**src/rtl/obsidian_pkg.sv**
```systemverilog
// Shared LEGv8 decode constants: opcodes, control-bit positions and control encodings.
package obsidian_pkg;

    localparam int unsigned INSTR_W    = 32;
    localparam int unsigned OPC_W      = 11;
    localparam int unsigned REG_ADDR_W = 5;
    localparam int unsigned CTRL_W     = 8;
    localparam int unsigned SHAMT_W    = 6;

    localparam logic [REG_ADDR_W-1:0] XZR = 5'd31;

    localparam logic [OPC_W-1:0] OPC_ADD  = 11'h458;
    localparam logic [OPC_W-1:0] OPC_SUB  = 11'h658;
    localparam logic [OPC_W-1:0] OPC_AND  = 11'h450;
    localparam logic [OPC_W-1:0] OPC_ORR  = 11'h550;
    localparam logic [OPC_W-1:0] OPC_EOR  = 11'h650;
    localparam logic [OPC_W-1:0] OPC_ADDS = 11'h558;
    localparam logic [OPC_W-1:0] OPC_SUBS = 11'h758;
    localparam logic [OPC_W-1:0] OPC_ANDS = 11'h750;
    localparam logic [OPC_W-1:0] OPC_LSL  = 11'h69B;
    localparam logic [OPC_W-1:0] OPC_LSR  = 11'h69A;
    localparam logic [OPC_W-1:0] OPC_LDUR = 11'h7C2;
    localparam logic [OPC_W-1:0] OPC_STUR = 11'h7C0;
    localparam logic [9:0]       OPC_ADDI = 10'h244;
    localparam logic [9:0]       OPC_SUBI = 10'h344;
    localparam logic [7:0]       OPC_CBZ  = 8'hB4;
    localparam logic [5:0]       OPC_B    = 6'h05;

    localparam int unsigned CTRL_REGWRITE = 7;
    localparam int unsigned CTRL_MEMTOREG = 6;
    localparam int unsigned CTRL_BRANCH   = 5;
    localparam int unsigned CTRL_MEMREAD  = 4;
    localparam int unsigned CTRL_MEMWRITE = 3;
    localparam int unsigned CTRL_ALUOP1   = 2;
    localparam int unsigned CTRL_ALUOP0   = 1;
    localparam int unsigned CTRL_ALUSRC   = 0;

    localparam logic [CTRL_W-1:0] CTRL_NONE = 8'h00;
    localparam logic [CTRL_W-1:0] CTRL_R    = CTRL_W'((1 << CTRL_REGWRITE) | (1 << CTRL_ALUOP1));
    localparam logic [CTRL_W-1:0] CTRL_I    = CTRL_W'((1 << CTRL_REGWRITE) | (1 << CTRL_ALUOP1)
                                                    | (1 << CTRL_ALUSRC));
    localparam logic [CTRL_W-1:0] CTRL_LDUR = CTRL_W'((1 << CTRL_REGWRITE) | (1 << CTRL_MEMTOREG)
                                                    | (1 << CTRL_MEMREAD) | (1 << CTRL_ALUSRC));
    localparam logic [CTRL_W-1:0] CTRL_STUR = CTRL_W'((1 << CTRL_MEMWRITE) | (1 << CTRL_ALUSRC));
    localparam logic [CTRL_W-1:0] CTRL_CBZ  = CTRL_W'((1 << CTRL_BRANCH) | (1 << CTRL_ALUOP0));
    localparam logic [CTRL_W-1:0] CTRL_B    = CTRL_W'(1 << CTRL_BRANCH);

    typedef enum logic [2:0] {
        FMT_NONE,
        FMT_R,
        FMT_I,
        FMT_LOAD,
        FMT_STORE,
        FMT_CB,
        FMT_B
    } fmt_e;

    function automatic fmt_e classify(input logic [INSTR_W-1:0] instr);
        logic [OPC_W-1:0] op;
        op = instr[31:21];
        if (op inside {OPC_ADD, OPC_SUB, OPC_AND, OPC_ORR, OPC_EOR,
                       OPC_ADDS, OPC_SUBS, OPC_ANDS, OPC_LSL, OPC_LSR})
            return FMT_R;
        if (instr[31:22] == OPC_ADDI || instr[31:22] == OPC_SUBI) return FMT_I;
        if (op == OPC_LDUR)           return FMT_LOAD;
        if (op == OPC_STUR)           return FMT_STORE;
        if (instr[31:24] == OPC_CBZ)  return FMT_CB;
        if (instr[31:26] == OPC_B)    return FMT_B;
        return FMT_NONE;
    endfunction

    function automatic logic [CTRL_W-1:0] ctrl_of(input fmt_e fmt);
        case (fmt)
            FMT_R:     return CTRL_R;
            FMT_I:     return CTRL_I;
            FMT_LOAD:  return CTRL_LDUR;
            FMT_STORE: return CTRL_STUR;
            FMT_CB:    return CTRL_CBZ;
            FMT_B:     return CTRL_B;
            default:   return CTRL_NONE;
        endcase
    endfunction

endpackage

```
**src/rtl/obsidian_regfile.sv**
```systemverilog
// Two-read, one-write register file; X31 reads as zero and writes to it are dropped.
module obsidian_regfile
    import obsidian_pkg::*;
#(
    parameter int unsigned DATA_W   = 32,
    parameter int unsigned NUM_REGS = 32
) (
    input  logic                  clk,
    input  logic                  reset,
    input  logic                  wr_en,
    input  logic [REG_ADDR_W-1:0] wr_addr,
    input  logic [DATA_W-1:0]     wr_data,
    input  logic [REG_ADDR_W-1:0] rd_addr_a,
    output logic [DATA_W-1:0]     rd_data_a_c,
    input  logic [REG_ADDR_W-1:0] rd_addr_b,
    output logic [DATA_W-1:0]     rd_data_b_c
);

    logic [DATA_W-1:0] regs [NUM_REGS];

    always_ff @(posedge clk) begin
        if (reset) begin
            for (int i = 0; i < int'(NUM_REGS); i++) regs[i] <= '0;
        end else if (wr_en && wr_addr != XZR) begin
            regs[wr_addr] <= wr_data;
        end
    end

    // A same-cycle write is visible to the reader so decode never sees stale data.
    function automatic logic [DATA_W-1:0] read_port(input logic [REG_ADDR_W-1:0] addr);
        if (addr == XZR)                  return '0;
        if (wr_en && addr == wr_addr)     return wr_data;
        return regs[addr];
    endfunction

    always_comb begin
        rd_data_a_c = read_port(rd_addr_a);
        rd_data_b_c = read_port(rd_addr_b);
    end

endmodule

```
**src/rtl/obsidian_decode_hazard_stage.sv**
```systemverilog
// LEGv8 decode stage: control decode, operand read, immediate generation and
// load-use hazard detection feeding a registered ID/EX slot.
module obsidian_decode_hazard_stage
    import obsidian_pkg::*;
#(
    parameter int unsigned DATA_W   = 32,
    parameter int unsigned PC_W     = 32,
    parameter int unsigned NUM_REGS = 32
) (
    input  logic                  clk,
    input  logic                  reset,
    input  logic                  if_valid,
    input  logic [PC_W-1:0]       if_pc,
    input  logic [INSTR_W-1:0]    if_instr,
    output logic                  if_stall,
    input  logic                  ex_flush,
    input  logic                  wb_regwrite,
    input  logic [REG_ADDR_W-1:0] wb_addr,
    input  logic [DATA_W-1:0]     wb_data,
    output logic                  id_valid,
    output logic [CTRL_W-1:0]     id_ctrl,
    output logic [PC_W-1:0]       id_pc,
    output logic [DATA_W-1:0]     id_rn_data,
    output logic [DATA_W-1:0]     id_rm_data,
    output logic [DATA_W-1:0]     id_imm,
    output logic [OPC_W-1:0]      id_opcode,
    output logic [SHAMT_W-1:0]    id_shamt,
    output logic [REG_ADDR_W-1:0] id_rd,
    output logic [REG_ADDR_W-1:0] id_rn,
    output logic [REG_ADDR_W-1:0] id_rm
);

    fmt_e                  fmt;
    logic [CTRL_W-1:0]     ctrl_dec;
    logic [REG_ADDR_W-1:0] rn_addr;
    logic [REG_ADDR_W-1:0] rm_addr;
    logic [DATA_W-1:0]     imm_dec;
    logic [DATA_W-1:0]     rn_data;
    logic [DATA_W-1:0]     rm_data;

    always_comb begin
        fmt      = classify(if_instr);
        ctrl_dec = ctrl_of(fmt);
        rn_addr  = if_instr[9:5];
        // Stores and CBZ read their data/test register through port 2.
        rm_addr  = (fmt == FMT_STORE || fmt == FMT_CB) ? if_instr[4:0] : if_instr[20:16];
        imm_dec  = '0;
        case (fmt)
            FMT_LOAD, FMT_STORE: imm_dec = DATA_W'($signed(if_instr[20:12]));
            FMT_CB:              imm_dec = DATA_W'($signed(if_instr[23:5]));
            FMT_B:               imm_dec = DATA_W'($signed(if_instr[25:0]));
            FMT_I:               imm_dec = DATA_W'(if_instr[21:10]);
            default:             imm_dec = '0;
        endcase
    end

    obsidian_regfile #(
        .DATA_W   (DATA_W),
        .NUM_REGS (NUM_REGS)
    ) u_regfile (
        .clk         (clk),
        .reset       (reset),
        .wr_en       (wb_regwrite),
        .wr_addr     (wb_addr),
        .wr_data     (wb_data),
        .rd_addr_a   (rn_addr),
        .rd_data_a_c (rn_data),
        .rd_addr_b   (rm_addr),
        .rd_data_b_c (rm_data)
    );

    // Load in ID/EX whose destination feeds the instruction now in decode.
    always_comb begin
        if_stall = 1'b0;
        if (!reset && !ex_flush && if_valid && id_valid && id_ctrl[CTRL_MEMREAD]
            && id_rd != XZR && (id_rd == rn_addr || id_rd == rm_addr))
            if_stall = 1'b1;
    end

    always_ff @(posedge clk) begin
        if (reset) begin
            id_valid   <= 1'b0;
            id_ctrl    <= CTRL_NONE;
            id_pc      <= '0;
            id_rn_data <= '0;
            id_rm_data <= '0;
            id_imm     <= '0;
            id_opcode  <= '0;
            id_shamt   <= '0;
            id_rd      <= '0;
            id_rn      <= '0;
            id_rm      <= '0;
        end else if (ex_flush || if_stall || !if_valid) begin
            id_valid <= 1'b0;
            id_ctrl  <= CTRL_NONE;
        end else begin
            id_valid   <= (ctrl_dec != CTRL_NONE);
            id_ctrl    <= ctrl_dec;
            id_pc      <= if_pc;
            id_rn_data <= rn_data;
            id_rm_data <= rm_data;
            id_imm     <= imm_dec;
            id_opcode  <= if_instr[31:21];
            id_shamt   <= if_instr[15:10];
            id_rd      <= if_instr[4:0];
            id_rn      <= rn_addr;
            id_rm      <= rm_addr;
        end
    end

endmodule

```
**config.mk**
```make
export PLATFORM = sky130hd
export DESIGN_NAME = obsidian_decode_hazard_stage
export DESIGN_NICKNAME = d
export VERILOG_FILES = /design/src/rtl/obsidian_pkg.sv /design/src/rtl/obsidian_regfile.sv /design/src/rtl/obsidian_decode_hazard_stage.sv
export SDC_FILE = /design/constraint.sdc
export NUM_CORES = 2
export LEC_CHECK = 0
export CORE_UTILIZATION = 25
export CTS_CLUSTER_SIZE = 14
export DETAILED_ROUTE_END_ITERATION = 16
export GPL_TIMING_DRIVEN = 0
export SLEW_MARGIN = 20
export SYNTH_ARGS = -nofsm -noshare
export SYNTH_HDL_FRONTEND = slang
export SYNTH_HIERARCHICAL = 1
export SYNTH_SLANG_ARGS = --single-unit
```
**constraint.sdc**
```tcl
create_clock -name clk -period 4.3 [get_ports clk]
set_input_delay 0.43 -clock clk [delete_from_list [all_inputs] [get_ports clk]]
set_output_delay 0.43 -clock clk [all_outputs]
set_load 0.05 [all_outputs]
```
# == After elaboration in Yosys (flattened, before gate mapping) ==
# Memories as Yosys holds them, arrays and structs flattened.
# Cells that the tools add are included.
# op_classes
reduce_logical,22
mux,60
n_eq_ne,30
# op_table
cell,n
two-way mux 32 bit,9
"== test 11 bit, second input constant",12
one-hot mux 32 bit (4 select lines),1
one-hot mux 8 bit (6 select lines),1
two-way mux 3 bit,13
two-way mux 1 bit,34
OR reduction 32 bit,1
"== test 10 bit, second input constant",2
== test 5 bit,4
"== test 5 bit, second input constant",2
two-way mux 5 bit,2
"!= test 5 bit, second input constant",2
nonzero test 10 bit,1
"== test 3 bit, second input constant",3
logical AND 1 bit,9
"== test 8 bit, second input constant",1
nonzero test 8 bit,1
"== test 3 x 2 -> 1 bit, second input constant",2
"== test 6 x 3 -> 1 bit, second input constant",1
logical OR 1 bit,5
OR reduction 2 bit,2
"== test 3 x 1 -> 1 bit, second input constant",1
zero test 1 bit,3
# word_totals
output_inout_bits,170
elab_cells,124
register_bits,169
mem_count,1
mem_bits_rw,1024
# memory_table
name,depth,word_bits,rd,rd_clocked_by_memory_dff,wr,line,rtl
u_regfile.regs,32,32,2,0,32,obsidian_regfile.sv:19,logic [DATA_W-1:0] regs [NUM_REGS];

# == Longest topological paths before layout ==
# depth
word_depth,34
mapped_depth,15
depth_no_buf,10

# == Hierarchy ==
# The synthesis kept the hierarchy.
# modules_own_cells
module,cells_each,seq_area_each_um2,area_per_inst_um2,instances
obsidian_regfile,3912,30749.5,55109.1,1
obsidian_decode_hazard_stage,551,3243.1,6306.0,1

# == Least setup slack after synthesis ==
# No wires, ideal clock.
# synth_timing
path_kind,input to register
from,in if_instr[22]
to,reg id_rm_data[24]
n_path_buf,4
t_arrival_ps,3289
setup_ps,117
stages,13
slack_ps,894
path_cell_list,buf_2 -> nor3b_1 -> a21oi_1 -> nor2_1 -> mux2_2 -> buf_2 -> buf_2 -> clkbuf_1 -> mux4_2 -> a211oi_1 -> nand2_1 -> a32o_1 -> a32o_1
# synth_via
elab_chain_len,23
# synth_rtl
item,line,rtl
start: declaration,obsidian_decode_hazard_stage.sv:14,"input logic [INSTR_W-1:0] if_instr,"
== test 10 bit,obsidian_pkg.sv:64,if (instr[31:22] == OPC_ADDI || instr[31:22] == OPC_SUBI) return FMT_I;
logical OR 1 bit,obsidian_pkg.sv:64,
two-way mux 3 bit (2 in series),obsidian_pkg.sv:64,
two-way mux 3 bit,obsidian_pkg.sv:65,if (op == OPC_LDUR) return FMT_LOAD;
two-way mux 3 bit,obsidian_pkg.sv:66,if (op == OPC_STUR) return FMT_STORE;
two-way mux 3 bit,obsidian_pkg.sv:67,if (instr[31:24] == OPC_CBZ) return FMT_CB;
two-way mux 3 bit,obsidian_pkg.sv:68,if (instr[31:26] == OPC_B) return FMT_B;
two-way mux 3 bit,obsidian_pkg.sv:69,return FMT_NONE;
[... 4 more ...],n/a,
two-way mux 3 bit (*),obsidian_pkg.sv:64,
== test 3 bit,obsidian_decode_hazard_stage.sv:46,rm_addr = (fmt == FMT_STORE || fmt == FMT_CB) ? if_instr[4:0] : if_instr[20:16];
logical OR 1 bit (*),obsidian_decode_hazard_stage.sv:46,
two-way mux 5 bit (*),obsidian_decode_hazard_stage.sv:46,
net rm_addr[2],obsidian_decode_hazard_stage.sv:36,logic [REG_ADDR_W-1:0] rm_addr;
branches (longest 5 deep; another with memory (32 x 32 bit)),n/a,
two-way mux 32 bit (*),obsidian_regfile.sv:32,if (wr_en && addr == wr_addr) return wr_data;
net rm_data[24],obsidian_decode_hazard_stage.sv:39,logic [DATA_W-1:0] rm_data;
end signal: assignment,obsidian_decode_hazard_stage.sv:101,id_rm_data <= rm_data;
end: declaration,obsidian_decode_hazard_stage.sv:24,"output logic [DATA_W-1:0] id_rm_data,"
# Mark *: on every way through the listed nets, which the timed path passes. The select of a mux whose other input is x is not followed.
# A chain may end at the register's enable or synchronous reset.

# == Worst setup path in the final report ==
# layout_timing
from,in if_instr[25]
to,reg id_rm_data[21]
# The elaborated chain is that of the path after synthesis.

==> impl_metrics.json <==
{
  "drive_above_1_share": 0.162,
  "worst_slack_ns": -0.0378,
  "synthFlopType": "edfxtp_1",
  "most-common-layout-cells": "edfxtp_1 (1024), and2_1 (997), mux2i_1 (367), mux4_2 (332), clkbuf_1 (299)",
  "grt_pass1_vias": 45164,
  "dieArea_um2": 248000,
  "power_leakage_uw": 0.0248,
  "antenna_left": 0,
  "synth_edf_count": 1024,
  "switching_share": 0.291,
  "final_max_slew_viol_count": 0,
  "firstDrtPassIters": 8,
  "wl_per_cell_um": 36.2,
  "hold_viol": 0,
  "syn_area_um2": 61400,
  "die_x_um": 498,
  "r2r_end": "id_rm_data[27]$_SDFFE_PP0N_",
  "synth_simple_gate_area_frac": 0.124,
  "ys_seq_area_frac": 0.553,
  "internal_power_uw": 20400,
  "rsz0062_at_grt": "yes",
  "max-slew-margin-rel": 0.115,
  "synth_cells": 4463,
  "worstSetupStartpointType": "input port",
  "clkLatencyLatePin_ns": 0.82,
  "vias": 47904,
  "stdcell_count": 8219,
  "avgSynthCellArea_um2": 13.8,
  "synth_fa_ha_area_frac": 0,
  "timing.critical_path.from": "if_instr[25]",
  "worstPathMaxFanout": 10,
  "multi_input_comb_area_um2": 25300,
  "fillers": 24515,
  "ys_async_sr_fraction": 0,
  "r2r_start": "id_rd[3]$_SDFFE_PP0N_",
  "synthMuxAreaShare": 0.182,
  "grt_pass1_wl_um": 392000,
  "hold_buffers": 0,
  "synth_compound_area_frac": 0.0982,
  "dp_cells": 7973,
  "gp_congestion": 0.989,
  "grt_use_total": 0.231,
  "reg2reg_slack_ns": 0.54,
  "ys_ff_latch": 1186,
  "hold_start": "if_instr[22]",
  "yosys_warnings": 6,
  "wl_um": 298000,
  "pin_count": 276,
  "violations": "setup timing",
  "dp_hpwl_um": 208000,
  "remaining_drc_errors": 0,
  "setup_viol": 3,
  "drv_cap": 0,
  "core_um2": 244000,
  "port_buffers": 270,
  "netSwitchingPower_uw": 8400,
  "h-tree-depth": 3,
  "fin_worst_skew_ns": 0.0688,
  "status": "finished with violations",
  "fmax_ghz": 0.231,
  "seqCellArea_um2": 34000,
  "crit_arrival_ns": 5.02,
  "layout.nets": 5000,
  "cts_tree": "yes",
  "grt_overflow": 0,
  "ff2ff_path_depth": 9,
  "tightest_slew_ns": 1.33,
  "min_to": "id_ctrl[6]$_SDFF_PP0_",
  "cts_buffer_depth": 3,
  "drt_first_iter_violations": 8357,
  "initial_utilization": 0.252,
  "cp-end-kind": "register",
  "hold_depth": 3,
  "synth-xor-area-share": 0.00328,
  "dp_slack_ns": -1.52,
  "period_minus_slack_ns": 4.34,
  "hold_class": "input port to register",
  "vias_per_cell": 5.83,
  "ys_types": 66,
  "vdd_drop_max_mv": 0.346,
  "power_density_nw_per_um2": 397,
  "cp.required_ns": 4.98,
  "synth_top_family_by_area": "multiplexers",
  "path_class": "input port to register",
  "grt_max_degree": 33,
  "rows": 181,
  "p_seq_frac": 0.470,
  "p_comb_frac": 0.166,
  "synthToLayoutAreaGrowth_pct": 18.2,
  "final_common_cell": "edfxtp_1",
  "min_period_over_period": 1.01,
  "clock_sinks": 1186,
  "p_clk_frac": 0.364,
  "cts_made_buffers": 120,
  "antenna_found_initial": 29,
  "die_h_um": 498,
  "clockRootBuffer": "clkbuf_16",
  "path_clk_slew_ns": 0.06
}
flip-flops by register name, indices dropped and copies added, names as in the netlist:
signal	cells
u_regfile/regs	1024
id_rn	5
id_rm_data	32
id_imm	26
id_pc	32
id_opcode	11
id_rn_data	32
id_shamt	6
id_valid	1
id_ctrl	7
id_rm	5
id_rd	5
cell type report:
cell class,instances,area share
well taps,3202,0.0552
clock buffers,162,0.0444
multi-input cells,2813,0.349
clock inverters,61,0.00800
flip-flops and latches,1186,0.468
inverters,3,0.000155
plain buffers,492,0.0346
repair buffers,278,0.0395
diodes,22,0.000759
cell families (layout without fill, tap and decap cells):
kind of cell    count (synthesis)  count (layout)
simple gates                 1285            1285
flops                        1186            1186
compound gates                769             769
mux                           704             704
buf+inv                       495             996
xor+xnor                       23              23
other cells                     1              54
synth_stat cells, types with 11 or more instances:
| master | number | area [µm²] |
|---|---|---|
| nor2_1 | 46 | 173 |
| dfxtp_1 | 162 | 3240 |
| buf_6 | 34 | 383 |
| edfxtp_1 | 1024 | 30700 |
| a21oi_1 | 126 | 631 |
| nor2b_1 | 11 | 68.8 |
| a221o_1 | 34 | 340 |
| buf_4 | 33 | 248 |
| a22oi_1 | 116 | 871 |
| a311oi_1 | 11 | 96.3 |
| o22ai_1 | 32 | 200 |
| xnor2_1 | 14 | 123 |
| nand2_1 | 129 | 484 |
| mux4_2 | 332 | 7480 |
| a222oi_1 | 12 | 120 |
| o21ai_1 | 27 | 135 |
| nor3_1 | 16 | 80.1 |
| mux2i_1 | 367 | 3670 |
| clkbuf_1 | 333 | 1250 |
| a32o_1 | 155 | 1550 |
| o21ai_0 | 39 | 195 |
| buf_1 | 14 | 52.6 |
| o22a_1 | 23 | 201 |
| a211oi_1 | 61 | 458 |
| a221oi_1 | 71 | 622 |
| buf_2 | 77 | 385 |
| and2_1 | 997 | 6240 |
| o221ai_1 | 32 | 280 |
| or2_2 | 33 | 206 |
through the flow:
stage / util / area, µm² / hold WS, ns / power [µW] / TNS, ns
after floorplan: - / 61500 / 0.584 / 16200 / 0
after global placement: 0.280 / 68200 / 0.446 / 18300 / -510.74
after detailed placement: 0.281 / 68500 / 0.455 / 18400 / -105.99
after CTS: 0.297 / 72400 / 0.0222 / 28700 / 0
after global routing: 0.298 / 72500 / 0.0915 / 29300 / -0.0258
final: 0.298 / 72600 / 0.0615 / 28800 / -0.0772
what timing repair did:
item / CTS / global route
setup buffers: 0 / 1
setup endpoints to repair: 33 / 32
resized for setup: 52 / 47
pin swaps: 0 / 1
critical path, stage by stage:
cell and delay, ns:
clkdlybuf4s50_1 0.57, nand4b_1 0.52, nor2_2 0.38, mux2_2 0.38, buf_2 0.27, nand3_1 0.17
buf_2 0.44, buf_2 0.49, o22ai_1 0.27, a211oi_1 0.29, nand2_1 0.18, a32o_1 0.34
a32o_1 0.23
worst max path at each step:
stage                                        to  slack (ns)
CTS                  id_rm_data[0]$_SDFFE_PP0N_      0.0009
global placement     id_rm_data[0]$_SDFFE_PP0N_       -1.69
detailed placement  id_rm_data[31]$_SDFFE_PP0N_       -1.52
global route        id_rm_data[23]$_SDFFE_PP0N_       -0.01
floorplan           id_rm_data[24]$_SDFFE_PP0N_        0.89
finish              id_rm_data[21]$_SDFFE_PP0N_       -0.04
layer usage:
metal	wire, µm	up-vias	GRT usage
li1	-	18156	-
met1	107000	24413	0.282
met2	126000	4304	0.342
met3	43800	1005	0.0958
met5	184	-	0
met4	20100	26	0.132
power by group through the flow:
stage	logic, µW	registers (µW)	clock network (µW)
after floorplan	2100	14100	0
after global placement	4530	13700	0
after detailed placement	4570	13800	0
after CTS	4590	13500	10500
after global routing	4780	13600	10900
final	4780	13500	10500
Power figures use the tool's default switching activity.
